File: src/rtl/pin_pattern_gen.sv
// rtl/pin_pattern_gen.sv - board bring-up pin pattern generator with loopback checker
module pin_pattern_gen #(
    parameter int WIDTH    = 8,
    parameter int DIV_BITS = 20,
    parameter bit INVERT   = 1'b1
) (
    input  logic                clk,
    input  logic                reset,
    input  logic                enable,
    input  logic [1:0]          mode,
    input  logic [DIV_BITS-1:0] period,
    input  logic                check_en,
    input  logic                clear_err,
    input  logic [WIDTH-1:0]    pins_in,
    output logic [WIDTH-1:0]    pins_out,
    output logic                step,
    output logic                wrap,
    output logic [WIDTH-1:0]    fail_mask,
    output logic [15:0]         err_count
);

    localparam logic [1:0] MODE_WALK1  = 2'd0;
    localparam logic [1:0] MODE_WALK0  = 2'd1;
    localparam logic [1:0] MODE_COUNT  = 2'd2;
    localparam logic [1:0] MODE_TOGGLE = 2'd3;

    localparam logic [WIDTH-1:0] PAT_ONE  = {{(WIDTH-1){1'b0}}, 1'b1};
    localparam logic [WIDTH-1:0] PAT_ONES = {WIDTH{1'b1}};
    localparam logic [15:0]      ERR_MAX  = 16'hFFFF;

    logic [DIV_BITS-1:0] cnt_q, cnt_d;
    logic [WIDTH-1:0]    pat_q, pat_d;
    logic [1:0]          mode_q, mode_d;
    logic                step_q, step_d;
    logic                wrap_q, wrap_d;
    logic [WIDTH-1:0]    fail_mask_q, fail_mask_d;
    logic [15:0]         err_count_q, err_count_d;

    logic [WIDTH-1:0]    pat_adv;
    logic [WIDTH-1:0]    diff;

    function automatic logic [WIDTH-1:0] seed_of(input logic [1:0] m);
        case (m)
            MODE_WALK1: seed_of = PAT_ONE;
            MODE_WALK0: seed_of = ~PAT_ONE;
            default:    seed_of = '0;
        endcase
    endfunction

    assign pins_out  = INVERT ? ~pat_q : pat_q;
    assign step      = step_q;
    assign wrap      = wrap_q;
    assign fail_mask = fail_mask_q;
    assign err_count = err_count_q;
    assign diff      = pins_in ^ pins_out;

    // Walking patterns self-heal if the register ever loses its single odd bit.
    always_comb begin
        pat_adv = pat_q;
        case (mode_q)
            MODE_WALK1:  pat_adv = (pat_q == '0) ? PAT_ONE
                                 : {pat_q[WIDTH-2:0], pat_q[WIDTH-1]};
            MODE_WALK0:  pat_adv = (pat_q == PAT_ONES) ? ~PAT_ONE
                                 : {pat_q[WIDTH-2:0], pat_q[WIDTH-1]};
            MODE_COUNT:  pat_adv = pat_q + PAT_ONE;
            MODE_TOGGLE: pat_adv = ~pat_q;
            default:     pat_adv = pat_q;
        endcase
    end

    always_comb begin
        mode_d      = mode;
        cnt_d       = cnt_q;
        pat_d       = pat_q;
        step_d      = 1'b0;
        wrap_d      = 1'b0;
        fail_mask_d = fail_mask_q;
        err_count_d = err_count_q;

        if (mode != mode_q) begin
            pat_d = seed_of(mode);
            cnt_d = '0;
        end else if (enable) begin
            if (cnt_q == period) begin
                cnt_d  = '0;
                pat_d  = pat_adv;
                step_d = 1'b1;
                wrap_d = (pat_adv == seed_of(mode_q));
                if (check_en) begin
                    fail_mask_d = fail_mask_q | diff;
                    if (diff != '0 && err_count_q != ERR_MAX) begin
                        err_count_d = err_count_q + 16'd1;
                    end
                end
            end else begin
                cnt_d = cnt_q + 1'b1;
            end
        end

        if (clear_err) begin
            fail_mask_d = '0;
            err_count_d = '0;
        end
    end

    always_ff @(posedge clk) begin
        if (reset) begin
            cnt_q       <= '0;
            pat_q       <= PAT_ONE;
            mode_q      <= MODE_WALK1;
            step_q      <= 1'b0;
            wrap_q      <= 1'b0;
            fail_mask_q <= '0;
            err_count_q <= '0;
        end else begin
            cnt_q       <= cnt_d;
            pat_q       <= pat_d;
            mode_q      <= mode_d;
            step_q      <= step_d;
            wrap_q      <= wrap_d;
            fail_mask_q <= fail_mask_d;
            err_count_q <= err_count_d;
        end
    end

endmodule

File: config.mk
export PLATFORM = sky130hd
export DESIGN_NAME = pin_pattern_gen
export DESIGN_NICKNAME = d
export VERILOG_FILES = /design/src/rtl/pin_pattern_gen.sv
export SDC_FILE = /design/constraint.sdc
export NUM_CORES = 1
export LEC_CHECK = 0
export CORE_ASPECT_RATIO = 1.25
export CORE_MARGIN = 3
export CORE_UTILIZATION = 50
export DETAILED_ROUTE_END_ITERATION = 10
export DONT_BUFFER_PORTS = 1
export GPL_ROUTABILITY_DRIVEN = 0
export HOLD_SLACK_MARGIN = 0.03
export PLACE_DENSITY = 0.76
export SETUP_SLACK_MARGIN = 0.15
export SLEW_MARGIN = 10
export SYNTH_ARGS = -nofsm -noshare
export SYNTH_HDL_FRONTEND = slang
export SYNTH_SLANG_ARGS = --single-unit
export TNS_END_PERCENT = 5
File: constraint.sdc
create_clock -name clk -period 2.6 [get_ports clk]
set_input_delay 0.52 -clock clk [delete_from_list [all_inputs] [get_ports clk]]
set_output_delay 0.52 -clock clk [all_outputs]
set_load 0.03 [all_outputs]
==> metrics.cfg <==
[cells_and_area]
final_cell_mix=dfxtp_1, nor2_1, xnor2_1
area_growth_syn_to_layout_pct=4.574
register_area_um2=1121
final_cell_area_um2=3405
final_common_cell=dfxtp_1
nets=430
drive_gt1_share_pct=6.378
multi_input_area_um2=1949
fillCellCount=598
n_antenna_cell=0

[clock_tree]
clock_latency_ns=0.30
clkSlewWorstSetupHoldPaths_ns=0.09
post-cts-setup-buffers=0
cts_buffer_depth=2
cts_tree=built
cts_max_level=2
root_buffer=clkbuf_8
cts_buffers=5
clkSinkCount=56

[synth]
synth_nets=438
synth-seq-cells=56
ys_warn_count=0
syn_area_per_cell_um2=8.159
synth.cell_area_um2=3256
synthCells=399
ys_seq_area_share_pct=34.44
synth_ff_type=dfxtp_1
yosys.cell_types.count=50
yosysTopAreaCell=dfxtp_1
synthTopCellsByArea=dfxtp_1, xnor2_1, xor2_1
synth_edf_count=0
synth.top_cell.area_share_pct=34.44
synthArstFlopShare_pct=0

[floorplanning]
initial_utilization_pct=52.12
core-area_um2=6246
rows=32
die_h_um=96.22
pin_count=69
die_x_um=78.18
fp.dieArea_um2=7522

[sta]
fin_crit_sh_pct=91.56
finalSetupTns_ns=0
worst_pin_slew_ns=0.5221
fin_skew_ns=0.005604
finalSetupViolCount=0
holdWs_ns=0.2758
slew_headroom_pct=65.07
report.final.slew_viol_count=0
finalHoldViolCount=0
fmaxAchievable_mhz=420.1
rsz0062_at_grt=yes
layout_setup_ws_ns=0.2194
post-route-min-period_ns=2.381

[power_and_ir_drop]
power-per-cell-area_nw_per_um2=462.0
vdd_ir_drop_max_mv=0.2801
leakage_nw=1.164

[placed_design]
port_buffers=0
pre_cts_ws_ns=0.1961
dp_hpwl_mm=5.574
placed_cell_area_um2=3311

[setup_path]
end_kind=flop
worst-setup-path-type=flop to flop
reg2reg_slack_ns=0.22
start_kind=flop
r2r-start=pat_q[1]
critPathRequiredTime_ns=2.79
crit_fanout=10
worst-endpoint-arrival_ns=2.57
r2r-end=wrap
rr_worst_depth=7

[drt]
drt-pass1-iter-count=4
vias_per_cell=5.918
dr_total_vias=2823
ant_nets=0
drc=0
wirelength_mm=7.385
wl_per_cell_um=15.48
drt_iter0_drc=157

[worst_hold_path]
min-delay-start=reset
hp-class=primary input to flop
worstHoldPathCells=1
min_delay_worst_endpoint=mode_q[1]

[grt]
grt_max_degree=24
grtUsageTotal_pct=20.14
grt_pass1_vias=2656
antenna_found_initial=0
grt_pass1_wl_mm=12.52
grt-ovfl-total=0

[outcome]
status=finished, final reports clean

[job]
cap_violations=0

synth_stat cells, types with 11 or more instances:
cell / number
dfxtp_1: 56
nor2_1: 44
xnor2_1: 29
a21oi_1: 26
nand4_1: 22
nand2_1: 21
xor2_1: 20
o21ai_0: 15
buf_2: 14
inv_1: 14
and3_1: 13
nand3_1: 12
nor3_1: 12
or3_1: 11
layer usage:
metal	global-route usage [%]	share of wire, %
met2	34.79	50
met4	5.685	1.1
met3	4.588	6.9
met5	0	0
met1	25.23	42
metrics by stage:
stage	instances	power, mW	util (%)
after floorplan	399	1.096	-
after global placement	469	1.127	53.00
after detailed placement	469	1.132	53.00
after CTS	477	1.590	54.37
after global routing	477	1.657	54.51
final	477	1.573	54.51
sequential cells by signal, summed over array words and instances, names as in the netlist:
signal / cells
err_count: 16
pat_q: 8
mode_q: 2
fail_mask: 8
step: 1
wrap: 1
cnt_q: 20
worst max path at each step:
| stage | startpoint | endpoint | cells past startpoint |
|---|---|---|---|
| 2_1_floorplan | pat_q[0] | wrap | 9 |
| 3_3_place_gp | period[9] | err_count[4] | 6 |
| 3_5_place_dp | period[1] | err_count[2] | 6 |
| 4_1_cts | pat_q[1] | wrap | 7 |
| 5_1_grt | pat_q[1] | wrap | 7 |
| 6_report | pat_q[1] | wrap | 7 |
repair_timing:
| action | CTS | global route |
|---|---|---|
| gates resized for setup | 0 | 1 |
| hold buffers | 0 | 0 |
| endpoints found under the setup margin | 0 | 13 |
report_power, final:
part	internal, mW	leakage, nW	total (mW)	switching [mW]
logic	0.0865	0.668	0.209	0.122
clock network	0.193	0.0424	0.457	0.264
registers	0.870	0.453	0.907	0.0372
worst max-delay path: stages (launching register included):
cell and delay [ns]:
dfxtp_1 0.56, ha_1 0.30, and4_1 0.25, and3_1 0.28, a311oi_1 0.12, a311o_1 0.33
and4b_1 0.22, o221a_1 0.21
cell type report:
type / count / share of cell area (%)
sequential: 56 / 32.93
tap: 85 / 3.124
multi-input combinational: 302 / 57.26
clock inverter: 1 / 0.2573
inverter: 14 / 1.544
clock buffer: 7 / 2.242
timing repair buffer: 12 / 2.646
logic make-up after synthesis:
| family | Yosys count | synth area share, % |
|---|---|---|
| AOI/OAI and AO/OA | 78 | 15.68 |
| xor gates and xnor gates | 49 | 13.18 |
| adders and majority gates | 4 | 1.537 |
| buffers and inverters | 41 | 5.957 |
| DFF | 56 | 34.44 |
| muxes | 3 | 0.9224 |
| and+or+nand+nor | 168 | 28.29 |
(Power assumes the default switching activity.)
